**src/rtl/qam_pkg.sv**
```systemverilog
// Shared QAM definitions: IQ field layout, upsampler mode encodings, symbol type.
package qam_pkg;

  localparam int SYM_WIDTH = 32;
  localparam int I_MSB     = SYM_WIDTH - 1;
  localparam int I_LSB     = SYM_WIDTH / 2;
  localparam int Q_MSB     = SYM_WIDTH / 2 - 1;
  localparam int Q_LSB     = 0;

  typedef logic [SYM_WIDTH-1:0] qam_symbol_t;

  typedef enum logic {
    QAM_UPS_HOLD   = 1'b0,
    QAM_UPS_ZSTUFF = 1'b1
  } qam_ups_mode_e;

  function automatic qam_symbol_t qam_pack_iq(input logic [I_MSB-I_LSB:0] i_val,
                                              input logic [Q_MSB-Q_LSB:0] q_val);
    return {i_val, q_val};
  endfunction

endpackage

```
**src/rtl/qam_upsampler_if.sv**
```systemverilog
// Symbol-in / sample-out stream bundle of the QAM upsampler.
interface qam_upsampler_if
  import qam_pkg::*;
#(
  parameter int DATA_WIDTH  = 32,
  parameter int RATIO_WIDTH = 4
);
  logic [DATA_WIDTH-1:0]  signal_in;
  logic                   valid_in;
  logic                   ready_out;
  logic [RATIO_WIDTH-1:0] ratio;
  logic                   mode;
  logic [DATA_WIDTH-1:0]  signal_out;
  logic                   valid_out;
  logic                   ready_in;
  logic                   error;

  modport slave (
    input  signal_in, valid_in, ratio, mode, ready_in,
    output ready_out, signal_out, valid_out, error
  );

  modport master (
    output signal_in, valid_in, ratio, mode, ready_in,
    input  ready_out, signal_out, valid_out, error
  );
endinterface

```
**src/rtl/qam_skid_slot.sv**
```systemverilog
// Single-entry holding register for {symbol, ratio, mode} with load/unload/full.
module qam_skid_slot
  import qam_pkg::*;
#(
  parameter int DATA_WIDTH  = 32,
  parameter int RATIO_WIDTH = 4
) (
  input  logic                   clk,
  input  logic                   rst,
  input  logic                   load,
  input  logic                   unload,
  input  logic [DATA_WIDTH-1:0]  sym_d,
  input  logic [RATIO_WIDTH-1:0] ratio_d,
  input  qam_ups_mode_e          mode_d,
  output logic                   full,
  output logic [DATA_WIDTH-1:0]  sym_q,
  output logic [RATIO_WIDTH-1:0] ratio_q,
  output qam_ups_mode_e          mode_q
);

  always_ff @(posedge clk or negedge rst) begin
    if (!rst) begin
      full    <= 1'b0;
      sym_q   <= '0;
      ratio_q <= '0;
      mode_q  <= QAM_UPS_HOLD;
    end else begin
      full <= load | (full & ~unload);
      if (load) begin
        sym_q   <= sym_d;
        ratio_q <= ratio_d;
        mode_q  <= mode_d;
      end
    end
  end

endmodule

```
**src/rtl/qam_upsampler.sv**
```systemverilog
// QAM symbol upsampler: emits ratio samples per accepted symbol (hold or zero-stuff),
// with a one-entry skid slot so ready_out can be registered.
module qam_upsampler
  import qam_pkg::*;
#(
  parameter int DATA_WIDTH  = 32,
  parameter int RATIO_WIDTH = 4
) (
  input logic              clk,
  input logic              rst,
  qam_upsampler_if.slave   bus
);

  logic                   accept;
  logic                   last;
  logic                   advance;
  logic [RATIO_WIDTH-1:0] ratio_eff;
  qam_ups_mode_e          mode_in;

  logic [DATA_WIDTH-1:0]  cur_sym;
  logic [RATIO_WIDTH-1:0] cur_ratio;
  logic [RATIO_WIDTH-1:0] phase;
  qam_ups_mode_e          cur_mode;

  logic                   skid_full;
  logic                   skid_full_nx;
  logic                   skid_load;
  logic                   skid_unload;
  logic [DATA_WIDTH-1:0]  skid_sym;
  logic [RATIO_WIDTH-1:0] skid_ratio;
  qam_ups_mode_e          skid_mode;

  always_comb begin
    mode_in   = qam_ups_mode_e'(bus.mode);
    ratio_eff = (bus.ratio == '0) ? RATIO_WIDTH'(1) : bus.ratio;
    accept    = bus.valid_in && bus.ready_out;
    last      = (phase == cur_ratio - RATIO_WIDTH'(1));
    advance   = !bus.valid_out || (bus.ready_in && last);
    // Draining skid has priority; a same-cycle accept bypasses only when the skid is empty.
    skid_unload  = advance && skid_full;
    skid_load    = accept && !(advance && !skid_full);
    skid_full_nx = skid_load || (skid_full && !skid_unload);
  end

  qam_skid_slot #(
    .DATA_WIDTH  (DATA_WIDTH),
    .RATIO_WIDTH (RATIO_WIDTH)
  ) u_skid (
    .clk     (clk),
    .rst     (rst),
    .load    (skid_load),
    .unload  (skid_unload),
    .sym_d   (bus.signal_in),
    .ratio_d (ratio_eff),
    .mode_d  (mode_in),
    .full    (skid_full),
    .sym_q   (skid_sym),
    .ratio_q (skid_ratio),
    .mode_q  (skid_mode)
  );

  always_ff @(posedge clk or negedge rst) begin
    if (!rst) begin
      bus.valid_out  <= 1'b0;
      bus.signal_out <= '0;
      bus.ready_out  <= 1'b0;
      bus.error      <= 1'b0;
      cur_sym        <= '0;
      cur_ratio      <= '0;
      cur_mode       <= QAM_UPS_HOLD;
      phase          <= '0;
    end else begin
      bus.ready_out <= !skid_full_nx;
      if (accept && bus.ratio == '0)
        bus.error <= 1'b1;

      if (advance) begin
        if (skid_full) begin
          cur_sym        <= skid_sym;
          cur_ratio      <= skid_ratio;
          cur_mode       <= skid_mode;
          bus.signal_out <= skid_sym;
          bus.valid_out  <= 1'b1;
          phase          <= '0;
        end else if (accept) begin
          cur_sym        <= bus.signal_in;
          cur_ratio      <= ratio_eff;
          cur_mode       <= mode_in;
          bus.signal_out <= bus.signal_in;
          bus.valid_out  <= 1'b1;
          phase          <= '0;
        end else begin
          bus.valid_out  <= 1'b0;
        end
      end else if (bus.ready_in) begin
        phase          <= phase + RATIO_WIDTH'(1);
        bus.signal_out <= (cur_mode == QAM_UPS_ZSTUFF) ? '0 : cur_sym;
      end
    end
  end

endmodule

```
**src/flat_wrapper.sv**
```systemverilog
// flat-port wrapper written by rule: the top's interface ports become plain ports
module qam_upsampler_flat import qam_pkg::*;
#(
  parameter int DATA_WIDTH  = 32,
  parameter int RATIO_WIDTH = 4
)
  (clk, rst, bus_signal_in, bus_valid_in, bus_ratio, bus_mode, bus_ready_in, bus_ready_out, bus_signal_out, bus_valid_out, bus_error);
  qam_upsampler_if #(.DATA_WIDTH(DATA_WIDTH), .RATIO_WIDTH(RATIO_WIDTH)) bus_i ();
  input logic clk;
  input logic rst;
  input wire logic [$bits(bus_i.signal_in)-1:0] bus_signal_in;
  input wire logic [$bits(bus_i.valid_in)-1:0] bus_valid_in;
  input wire logic [$bits(bus_i.ratio)-1:0] bus_ratio;
  input wire logic [$bits(bus_i.mode)-1:0] bus_mode;
  input wire logic [$bits(bus_i.ready_in)-1:0] bus_ready_in;
  output wire logic [$bits(bus_i.ready_out)-1:0] bus_ready_out;
  output wire logic [$bits(bus_i.signal_out)-1:0] bus_signal_out;
  output wire logic [$bits(bus_i.valid_out)-1:0] bus_valid_out;
  output wire logic [$bits(bus_i.error)-1:0] bus_error;
  assign bus_i.signal_in = bus_signal_in;
  assign bus_i.valid_in = bus_valid_in;
  assign bus_i.ratio = bus_ratio;
  assign bus_i.mode = bus_mode;
  assign bus_i.ready_in = bus_ready_in;
  assign bus_ready_out = bus_i.ready_out;
  assign bus_signal_out = bus_i.signal_out;
  assign bus_valid_out = bus_i.valid_out;
  assign bus_error = bus_i.error;
  qam_upsampler #(.DATA_WIDTH(DATA_WIDTH), .RATIO_WIDTH(RATIO_WIDTH)) u_core (.clk(clk), .rst(rst), .bus(bus_i));
endmodule
```
**config.mk**
```make
export PLATFORM = sky130hd
export DESIGN_NAME = qam_upsampler_flat
export DESIGN_NICKNAME = d
export VERILOG_FILES = /design/src/rtl/qam_pkg.sv /design/src/rtl/qam_upsampler_if.sv /design/src/rtl/qam_skid_slot.sv /design/src/rtl/qam_upsampler.sv /design/src/flat_wrapper.sv
export SDC_FILE = /design/constraint.sdc
export NUM_CORES = 1
export LEC_CHECK = 0
export CAP_MARGIN = 30
export CORE_ASPECT_RATIO = 1.4
export CORE_MARGIN = 1.5
export CORE_UTILIZATION = 50
export DETAILED_ROUTE_END_ITERATION = 6
export PLACE_DENSITY = 0.77
export SETUP_SLACK_MARGIN = 0.4
export SYNTH_ARGS = -nofsm -noshare
export SYNTH_HDL_FRONTEND = slang
export SYNTH_SLANG_ARGS = --single-unit
```
**constraint.sdc**
```tcl
create_clock -name clk -period 5.65 [get_ports clk]
set_input_delay 1.13 -clock clk [delete_from_list [all_inputs] [get_ports clk]]
set_output_delay 1.13 -clock clk [all_outputs]
set_load 0.1 [all_outputs]
```
After elaboration in Yosys (flattened, before gate mapping):

Index checks and enable logic that the tools add are counted.
Widths: inputs -> output; s select.

* $add $sub $neg: 2
* equal/unequal tests: 2
* mux-type cells: 16
* bitwise gates (word level): 3
* reductions and logical operators: 19

Operator list (count)
* $mux 32: 5
* $mux 4: 7
* $logic_and 1x1->1: 7
* $logic_not 1->1: 5
* $add 4x1->4 const B: 1
* $eq 4x4->1: 1
* $logic_not 4->1: 1
* $mux 1: 4
* $reduce_and 2->1: 2
* $reduce_bool 2->1: 2
* $sub 4x1->4 const B: 1
* $ne 3x2->1 const B: 1
* $logic_or 1x1->1: 2
* $and 1x1->1: 1
* $not 1->1: 1
* $or 1x1->1: 1

* flip-flop bits (word level): 114
* input port bits: 41
* output and inout port bits: 35
* logic and storage cells: 54

Depth between registers and ports, before layout:

Gate-level depths: netlist (run 1).

* word-level depth: 9
* depth in mapped cells: 9
* gate-level depth less buffers: 7

Cells and area by module:

From an unflattened synthesis (run 1), not the netlist that was laid out.

* cells, all modules: 601
* area, all modules: 5993.2 um^2

Modules (own cells, without submodules)
* qam_upsampler: instances 1, cells each 520, area each 4504.3 um^2, sequential area each 1901.8 um^2
* qam_skid_slot: instances 1, cells each 81, area each 1488.9 um^2, sequential area each 950.9 um^2

Worst setup path before layout (run 1):

Ideal clock, no wire load.

* path kind: in2reg
* start: in bus_valid_in
* end: reg u_core.bus.signal_out[10]
* setup time: 0.082 ns
* data arrival time: 2.514 ns
* data required time: 5.568 ns
* setup slack: 3.054 ns
* stages on the path: 7
* buffers on the path: 3
* path through: and2_1 clkbuf_1 or2_2 o31a_1 buf_2 clkbuf_1 a31oi_1

* word-level cells in the longest chain between the ends: 3

RTL lines
* start, declared: line flat_wrapper.sv:12 `input wire logic [$bits(bus_i.valid_in)-1:0] bus_valid_in;`
* $logic_and 1x1->1: line qam_upsampler.sv:36 `accept = bus.valid_in && bus.ready_out;`
* $ne 3x2->1 (no line)
* $reduce_and 2->1 (no line)
* end signal, assigned: line qam_upsampler.sv:82 `bus.signal_out <= skid_sym;`
* end signal, assigned: line qam_upsampler.sv:89 `bus.signal_out <= bus.signal_in;`
* end signal, assigned: line qam_upsampler.sv:97 `bus.signal_out <= (cur_mode == QAM_UPS_ZSTUFF) ? '0 : cur_sym;`
* end, declared: line qam_upsampler_if.sv:20 `output ready_out, signal_out, valid_out, error`

No other way between the ends.
A chain may end at the register's enable or synchronous reset.

Final worst setup path (run 1):

* start: in bus_ready_in
* end: reg u_core.cur_sym[1]

* word-level cells in the longest chain between the ends: 3

RTL lines
* start, declared: line flat_wrapper.sv:15 `input wire logic [$bits(bus_i.ready_in)-1:0] bus_ready_in;`
* $logic_and 1x1->1: line qam_upsampler.sv:38 `advance = !bus.valid_out || (bus.ready_in && last);`
* $logic_or 1x1->1: line qam_upsampler.sv:38
* $reduce_and 2->1 (no line)
* end signal, assigned: line qam_upsampler.sv:79 `cur_sym <= skid_sym;`
* end signal, assigned: line qam_upsampler.sv:86 `cur_sym <= bus.signal_in;`
* end, declared: line qam_upsampler.sv:20 `logic [DATA_WIDTH-1:0] cur_sym;`

No other way between the ends.

==> run_results.csv, run 1 <==
group,metric,value,unit
sta,post-route-period-util,57.1,%
yosys,synth_top_area_share,52.5,%
placed_design,post-dp-hpwl,7650,µm
die,die_area,11500,µm²
grt,grt_pass1_wl,19900,µm
yosys,synthAdderAreaFrac,0.461,%
yosys,postSynthAreaPerCell,11.7,µm²
cells_and_area,final_util,65.4,%
clock_tree,cts_hold_buf,0,
grt,grt_max_degree,61,
sta,relSlewSlack,34.8,%
yosys,yosys_warnings,0,
worst_setup_path,arrival,3.49,ns
cells_and_area,layout-drive-gt1-share,21.2,%
sta,hold_violations,0,
cells_and_area,fin_nets,574,
sta,finalSetupViolations,0,
clock_tree,root_buffer,"clkbuf_16",
placed_design,gp_routability_congestion,0.791,
sta,min_period,3.23,ns
detailed_routing,wirelength,12000,µm
cells_and_area,multi_input_area,2390,µm²
grt,overflow,0,
worst_setup_path,rrSetupSlack,2.61,ns
detailed_routing,wl_per_cell,17.6,µm
sta,slew_violations,0,
die,die_x,91.1,µm
yosys,synth_xor_area_share,1.54,%
clock_tree,htree_num_levels,4,
sta,max_slew.worst_pin.slew,0.976,ns
die,initial_utilization,51.9,%
cells_and_area,seq_area,2850,µm²
grt,grt_usage,22.1,%
worst_setup_path,worstRegToRegCells,8,
sta,skew,0.00517,ns
cells_and_area,design_area,6840,µm²
yosys,synth_edf_count,0,
clock_tree,cts_tree,"built",
die,fp.coreArea,10500,µm²
worst_setup_path,r2r_start,"u_core.cur_ratio[0]",
cells_and_area,fillers,807,
yosys,yosys-top-cells-count,"dfrtp_1, o21ai_0, mux2i_1",
yosys,syn_area,5430,µm²
detailed_routing,drc,0,
die,rows,44,
job,drv_cap,0,
min_path,hold_class,"reg -> reg",
clock_tree,path_clk_slew,0.05,ns
cells_and_area,syn_to_final_growth,26.0,%
die,die_h,126,µm
clock_tree,insertion_delay,0.41,ns
clock_tree,cts_setup_buffers,0,
detailed_routing,vias,3877,
detailed_routing,drtIter0Drc,304,
worst_setup_path,cp-endpoint,"u_core.cur_sym[1]",
yosys,synthFlopType,"dfrtp_1",
detailed_routing,antenna_left,0,
yosys,synth_simple_gate_area_share,11.1,%
yosys,yosys_register_bits,114,
yosys,synth_top_family_by_area,"multiplexers",
yosys,yosysMostFrequentCell,"dfrtp_1",
sta,rsz0062_at_grt,"false",
clock_tree,cts_max_path_buffers,2,
clock_tree,cts_resized,0,
yosys,synth_mux_area_share,18.9,%
outcome,status,"completed",
worst_setup_path,end_kind,"register",
cells_and_area,diodes,0,
die,io_pins,76,
detailed_routing,routed_via_density,5.69,
sta,hold_slack,0.465,ns
yosys,yosysUniqueCellTypes,37,
clock_tree,numCtsBuffers,17,
yosys,synth_compound_area_share,11.6,%
detailed_routing,dr.pass1.iters,4,
yosys,syn_nets,509,
yosys,synth_async_sr_flop_share,100,%
worst_setup_path,crit_path_start_kind,"input port",
sta,final.setup.tns,0,ns
placed_design,placed_area,6270,µm²
sta,max_freq,310,MHz
yosys,synth_area_leader_cell,"dfrtp_1",
grt,first_global_vias,4023,
yosys,synth_cells,466,
yosys,synth.area.top_cells,"dfrtp_1, mux2_4, mux2i_1",
clock_tree,cts_sinks,114,
placed_design,port_buffers,75,
worst_setup_path,worstPathMaxFanout,22,
yosys,seq_area_frac_synth,52.5,%
grt,antenna_found_initial,0,
worst_setup_path,crit_start,"bus_ready_in",
worst_setup_path,cp.required,5.91,ns
worst_setup_path,path_class,"in -> reg",
worst_setup_path,r2r-end,"u_core.cur_sym[1]",
==> cell type report <==
type,instances,share of cell area [%]
Sequential cell,114,41.7
Multi-Input combinational cell,311,34.9
Timing Repair Buffer,83,12.7
Clock buffer,27,7.64
Tap cell,138,2.52
Clock inverter,4,0.329
Inverter,4,0.219
==> worst max-delay path: stages <==
cell and delay (ns):
clkdlybuf4s50_1 0.52, and4_4 0.23, a21boi_4 0.52, nand2b_1 0.71, buf_8 0.25, o21ai_0 0.12
==> how the worst min path moves through the flow <==
stage                            from                end  depth (start not counted)
finish               u_core.bus.error   u_core.bus.error                          1
global route         u_core.bus.error   u_core.bus.error                          1
CTS                  u_core.bus.error   u_core.bus.error                          1
detailed placement   u_core.bus.error   u_core.bus.error                          1
global placement     u_core.bus.error   u_core.bus.error                          1
floorplan           u_core.cur_sym[0]  u_core.cur_sym[0]                          2
==> state kept, by name, summed over array words and instances, names as in the netlist <==
signal                 count
u_core.bus.ready_out       1
u_core.bus.error           1
u_core.bus.valid_out       1
u_core.phase               4
u_core.u_skid.sym_q       32
u_core.bus.signal_out     32
u_core.cur_sym            32
u_core.cur_mode            1
u_core.u_skid.mode_q       1
u_core.cur_ratio           4
u_core.u_skid.ratio_q      4
u_core.u_skid.full         1
==> stage by stage <==
stage	cells	worst slack [ns]
after floorplan	466	3.05
after global placement	646	1.52
after detailed placement	649	1.66
after CTS	680	2.09
after global routing	681	2.35
final	681	2.42
==> cells by family after synthesis <==
group,count (synthesis)
AND/OR/NAND/NOR,104
adder cells (fa/ha/maj),2
flip-flops,114
buffers and inverters,41
AO/OA/AOI/OAI,111
multiplexers,86
XOR/XNOR,8
==> placed cells by master, fill, tap and decap left out, types with 5 or more instances in the layout <==
master           netlist  layout
nand3b_1              26      26
a31oi_1               26      26
mux2_2                13      13
buf_4                  1       5
dfrtp_1              114     113
nand2b_1              10      10
nor2_1                31      30
mux2_4                30      30
o21ai_1                7       7
clkdlybuf4s50_1        0      74
o21ai_0               68      68
clkbuf_8               0       6
mux2i_1               43      43
clkbuf_16              0      17
or2_2                 28      28
==> metal layers <==
| metal | global-route usage, % | wire length (µm) | part of all wire (%) |
|---|---|---|---|
| met1 | 27.1 | 4710 | 39 |
| met4 | 11.7 | 397 | 3.3 |
| met5 | 0 | 0 | 0 |
| met2 | 36.2 | 6380 | 53 |
| met3 | 5.16 | 472 | 3.9 |
Power of run 1 is left out: the tool's default activity adds up to more than one toggle a clock period on the data nets, which glitch-free logic cannot reach.
==> run 2: changes to the inputs <==
CORE_UTILIZATION = 49   (was 50)
PLACE_DENSITY = 0.79   (was 0.77)
clock period = 2.9 ns   (was 5.65 ns; I/O delays follow)
==> run 2 against run 1 <==
Clock skew is 0.0024 ns higher. Routed wire length up 6.5%. Global-route usage up 0.97 points. First-iteration DRC count is 8.9% lower. Core utilization decreased by 1.0 points. Sequential share of layout area down 0.69 points. Hold slack worse by 0.17 ns. Register-to-register slack worse by 2.1 ns. Non-clock buffer count rose by 10. Die area rose by 2.0%. Largest cell class unchanged. Highest routed layer unchanged.
==> run_results.csv, run 2 (synthesis results as in run 1) <==
group,metric,value,unit
sta,slew_violations,0,
worst_setup_path,cp-endpoint,"u_core.cur_sym[19]",
clock_tree,root_buffer,"clkbuf_16",
sta,skew,0.00755,ns
grt,met3_usage,5.89,%
die,die_area,11700,µm²
sta,post-route-period-util,81.6,%
cells_and_area,layout_common_cells,"dfrtp_1, o21ai_0, buf_4, mux2i_1, clkdlybuf4s50_1",
worst_setup_path,r2r-end,"u_core.cur_sym[19]",
clock_tree,numCtsBuffers,17,
cells_and_area,final_common_cell,"dfrtp_1",
clock_tree,cts_sinks,114,
worst_setup_path,path_class,"reg -> reg",
die,fp.coreArea,10800,µm²
outcome,status,"completed",
worst_setup_path,path_cells,"inv_1 > ha_1 > xnor3_1 > and4_4 > a21boi_4 > buf_12 > nand2b_1 > buf_12 > o21ai_0",
clock_tree,cts_tree,"built",
detailed_routing,drc,0,
cells_and_area,layout-drive-gt1-share,29.4,%
grt,first_global_vias,4275,
clock_tree,cts_max_path_buffers,2,
placed_design,port_buffers,75,
worst_setup_path,crit_start,"u_core.cur_ratio[0]",
die,initial_utilization,50.2,%
grt,grt_busiest_layer,"met2",
clock_tree,insertion_delay,0.41,ns
worst_setup_path,r2r_start,"u_core.cur_ratio[0]",
detailed_routing,antenna_left,0,
clock_tree,htree_num_levels,4,
die,io_pins,76,
cells_and_area,fin_nets,584,
worst_setup_path,rrSetupSlack,0.53,ns
sta,fin_ws,0.533,ns
detailed_routing,wl_per_cell,18.3,µm
cells_and_area,design_area,6960,µm²
worst_setup_path,cp_num_buf_inv,3,
sta,hold_violations,0,
placed_design,gp_routability_congestion,0.812,
detailed_routing,vias,4001,
worst_setup_path,crit_path_start_kind,"register",
worst_setup_path,critPathMaxStageDelay,0.40,ns
worst_setup_path,slowest_stage,"dfrtp_2",
cells_and_area,syn_to_final_growth,28.2,%
grt,grt_max_degree,73,
sta,final.setup.tns,0,ns
cells_and_area,largest_registers,"u_core.bus.signal_out x32, u_core.cur_sym x32, u_core.u_skid.sym_q x32",
grt,overflow,0,
grt,met1_usage,26.4,%
grt,grt_pass1_wl,21000,µm
die,die_x,92.0,µm
placed_design,placed_area,6240,µm²
worst_setup_path,cp.required,3.18,ns
grt,grt_usage,23.1,%
clock_tree,cts_hold_buf,0,
worst_setup_path,worstRegToRegCells,9,
die,die_h,128,µm
placed_design,place_ws,0.272,ns
detailed_routing,dr.pass1.iters,6,
worst_setup_path,crit_cells,9,
grt,antenna_found_initial,0,
min_path,hold_class,"in -> async",
sta,relSlewSlack,37.9,%
worst_setup_path,critPathTopFamily,"buffers and inverters",
cells_and_area,diodes,0,
worst_setup_path,cpMostUsedCell,"buf_12",
grt,use_met2,40.2,%
sta,rsz0062_at_grt,"false",
die,rows,45,
sta,max_freq,423,MHz
detailed_routing,wirelength,12700,µm
worst_setup_path,arrival,2.65,ns
worst_setup_path,end_kind,"register",
job,drv_cap,0,
sta,finalSetupViolations,0,
clock_tree,path_clk_slew,0.05,ns
worst_setup_path,worstPathMaxFanout,26,
sta,max_slew.worst_pin.slew,0.931,ns
detailed_routing,routed_via_density,5.76,
detailed_routing,drtIter0Drc,277,
sta,min_period,2.37,ns
placed_design,post-dp-hpwl,7710,µm
==> run 2: worst min-delay path by stage <==
stage,from,to
6_report,rst,u_core.bus.signal_out[1]
5_1_grt,rst,u_core.bus.signal_out[1]
4_1_cts,rst,u_core.u_skid.ratio_q[3]
3_5_place_dp,u_core.bus.error,u_core.bus.error
3_3_place_gp,u_core.u_skid.sym_q[29],u_core.u_skid.sym_q[29]
2_1_floorplan,rst,u_core.bus.error
==> run 2: layout make-up <==
cell class | count | area (µm²)
inverters | 4 | 15.0
fillers | 828 | 3850
multi-input cells | 311 | 2380
repair buffers | 93 | 888
flip-flops and latches | 114 | 2860
clock inverters | 10 | 180
clock buffers | 22 | 464
well taps | 141 | 176
==> run 2: routing by layer <==
layer | vias up | part of all wire (%)
li1 | 1807 | -
met1 | 2022 | 39
met2 | 145 | 53
met3 | 27 | 4.8
met4 | 0 | 2.6
met5 | - | 0
==> run 2: per-stage QoR <==
| stage | utilization, % | hold WS (ns) | cells |
|---|---|---|---|
| floorplan | - | 0.284 | 466 |
| global placement | 57.7 | 0.487 | 660 |
| detailed placement | 57.7 | 0.484 | 660 |
| CTS | 64.0 | 0.340 | 693 |
| global route | 64.4 | 0.379 | 695 |
| finish | 64.4 | 0.291 | 695 |
==> run 2: worst register-to-register path: cells and delay by family (launching register included) <==
kind	cells	cell delay (ns)
adder cells (fa/ha/maj)	1	0.22
flip-flops	1	0.40
XOR/XNOR	1	0.36
AND/OR/NAND/NOR	2	0.42
AO/OA/AOI/OAI	2	0.39
buffers and inverters	3	0.46
==> run 2: what timing repair did <==
action | CTS | global route
gates resized for setup | 1 | 3
pin swaps | 0 | 1
gates cloned | 1 | 1
endpoints found under the setup margin | 26 | 33
buffers inserted | 0 | 1
Power of run 2 is left out for the same reason.
==> run 3: changes to the inputs <==
CORE_UTILIZATION = 50   (was 49)
PLACE_DENSITY = 0.77   (was 0.79)
clock period = 2.44 ns   (was 2.9 ns; I/O delays follow)
==> run 3 against run 2 <==
Sequential share of layout area is 4.0 points lower. Die area is 1.9% lower. Cell area rose by 11%. Core utilization up 9.4 points. Flip-flop and latch count stayed put. Clock skew is 0.0026 ns higher. Routed wire length rose by 31%. Global-route usage rose by 2.2 points. Fmax fell by 2.3%. Final cell count up 4.5%. Critical path type unchanged.
==> run_results.csv, run 3 (synthesis results as in run 1) <==
group,metric,value,unit
outcome,status,"completed",
worst_setup_path,crit_cells,10,
sta,rsz0062_at_grt,"true",
worst_setup_path,end_kind,"register",
placed_design,port_buffers,75,
worst_setup_path,worstPathMaxFanout,6,
clock_tree,root_buffer,"clkbuf_16",
worst_setup_path,cp.required,2.74,ns
worst_setup_path,r2r_start,"u_core.cur_ratio[0]",
worst_setup_path,r2r-end,"u_core.cur_sym[4]",
cells_and_area,layout_common_cells,"dfrtp_1, buf_4, o21ai_0, mux2i_1, clkdlybuf4s50_1",
die,die_x,91.1,µm
worst_setup_path,arrival,2.72,ns
clock_tree,insertion_delay,0.42,ns
grt,overflow,0,
worst_setup_path,cp_num_buf_inv,4,
die,fp.coreArea,10500,µm²
grt,grt_max_degree,53,
placed_design,place_inst,658,
worst_setup_path,slowest_stage,"dfrtp_1",
clock_tree,cts_sinks,114,
grt,grt_pass1_wl,22500,µm
sta,max_slew.worst_pin.slew,0.618,ns
grt,met1_usage,29.0,%
cells_and_area,layout-drive-gt1-share,37.2,%
die,die_area,11500,µm²
clock_tree,htree_num_levels,4,
sta,hold_violations,0,
grt,grt_busiest_layer,"met2",
clock_tree,cts_hold_buf,0,
worst_setup_path,path_cells,"inv_1 > ha_4 > xor2_2 > and4_4 > a21boi_4 > buf_4 > buf_12 > nand2b_4 > clkbuf_16 > o21ai_1",
detailed_routing,vias,4510,
clock_tree,numCtsBuffers,17,
grt,grt_usage,25.3,%
die,initial_utilization,51.9,%
clock_tree,path_clk_slew,0.06,ns
die,die_h,126,µm
min_path,hold_class,"in -> async",
grt,first_global_vias,4383,
detailed_routing,antenna_left,0,
cells_and_area,largest_registers,"u_core.bus.signal_out x32, u_core.cur_sym x32, u_core.u_skid.sym_q x32",
clock_tree,cts_max_path_buffers,2,
sta,min_period,2.42,ns
worst_setup_path,critPathMaxStageDelay,0.35,ns
cells_and_area,final_common_cell,"dfrtp_1",
detailed_routing,wl_per_cell,23.0,µm
cells_and_area,diodes,0,
detailed_routing,drtIter0Drc,451,
clock_tree,cts_tree,"built",
worst_setup_path,crit_start,"u_core.cur_ratio[0]",
sta,slew_violations,0,
worst_setup_path,critPathTopFamily,"buffers and inverters",
die,rows,44,
detailed_routing,routed_via_density,6.21,
sta,post-route-period-util,99.2,%
detailed_routing,wirelength,16700,µm
worst_setup_path,crit_path_start_kind,"register",
sta,skew,0.0102,ns
worst_setup_path,worstRegToRegCells,10,
sta,finalSetupViolations,0,
sta,max_freq,413,MHz
placed_design,post-dp-hpwl,7760,µm
grt,antenna_found_initial,0,
cells_and_area,fin_nets,618,
die,io_pins,76,
placed_design,gp_routability_congestion,0.788,
grt,use_met2,44.8,%
detailed_routing,dr.pass1.iters,4,
worst_setup_path,rrSetupSlack,0.02,ns
worst_setup_path,path_class,"reg -> reg",
cells_and_area,instances_no_fill,726,
cells_and_area,fillers,652,
grt,met3_usage,6.18,%
worst_setup_path,cp-endpoint,"u_core.cur_sym[4]",
job,drv_cap,0,
sta,final.setup.tns,0,ns
cells_and_area,syn_to_final_growth,42.2,%
detailed_routing,drc,0,
sta,relSlewSlack,58.8,%
run 3: layout make-up:
class	instances	area, µm²	share of cell area, %
inverter	4	15.0	0.194
timing repair buffer	127	1490	19.3
clock buffer	22	464	6.01
multi-input combinational	311	2560	33.2
tap	138	173	2.24
clock inverter	10	156	2.03
sequential	114	2860	37.0
run 3: what timing repair did:
action | 4_1_cts | 5_1_grt
hold endpoints to repair | 0 | 0
gates cloned | 6 | 10
endpoints found under the setup margin | 106 | 112
pin swaps | 10 | 9
buffers inserted | 13 | 7
resized for setup | 31 | 47
run 3: stage by stage:
step	instance area, µm²	setup slack (ns)	utilization, %	hold slack (ns)
after floorplan	5470	0.184	-	0.192
after global placement	6290	0.162	60.1	0.487
after detailed placement	6290	0.0758	60.1	0.493
after CTS	7270	0.288	69.5	0.115
after global routing	7720	0.00656	73.8	0.136
final	7720	0.0184	73.8	0.0857
run 3: metal layers:
metal / part of all wire, % / wire length (µm)
met1: 35 / 5890
met2: 53 / 8840
met3: 6.7 / 1120
met4: 4.9 / 816
met5: 0 / 0
run 3: worst min-delay path by stage:
stage | from | endpoint | slack (ns) | cells after the start
after global placement | u_core.cur_sym[9] | u_core.cur_sym[9] | 0.49 | 2
after global routing | rst | u_core.cur_ratio[3] | 0.14 | 1
final | rst | u_core.u_skid.sym_q[2] | 0.09 | 1
after floorplan | rst | u_core.bus.error | 0.19 | 0
after detailed placement | u_core.u_skid.sym_q[29] | u_core.u_skid.sym_q[29] | 0.49 | 1
after CTS | rst | u_core.u_skid.sym_q[2] | 0.11 | 1
Power of run 3 is left out for the same reason.
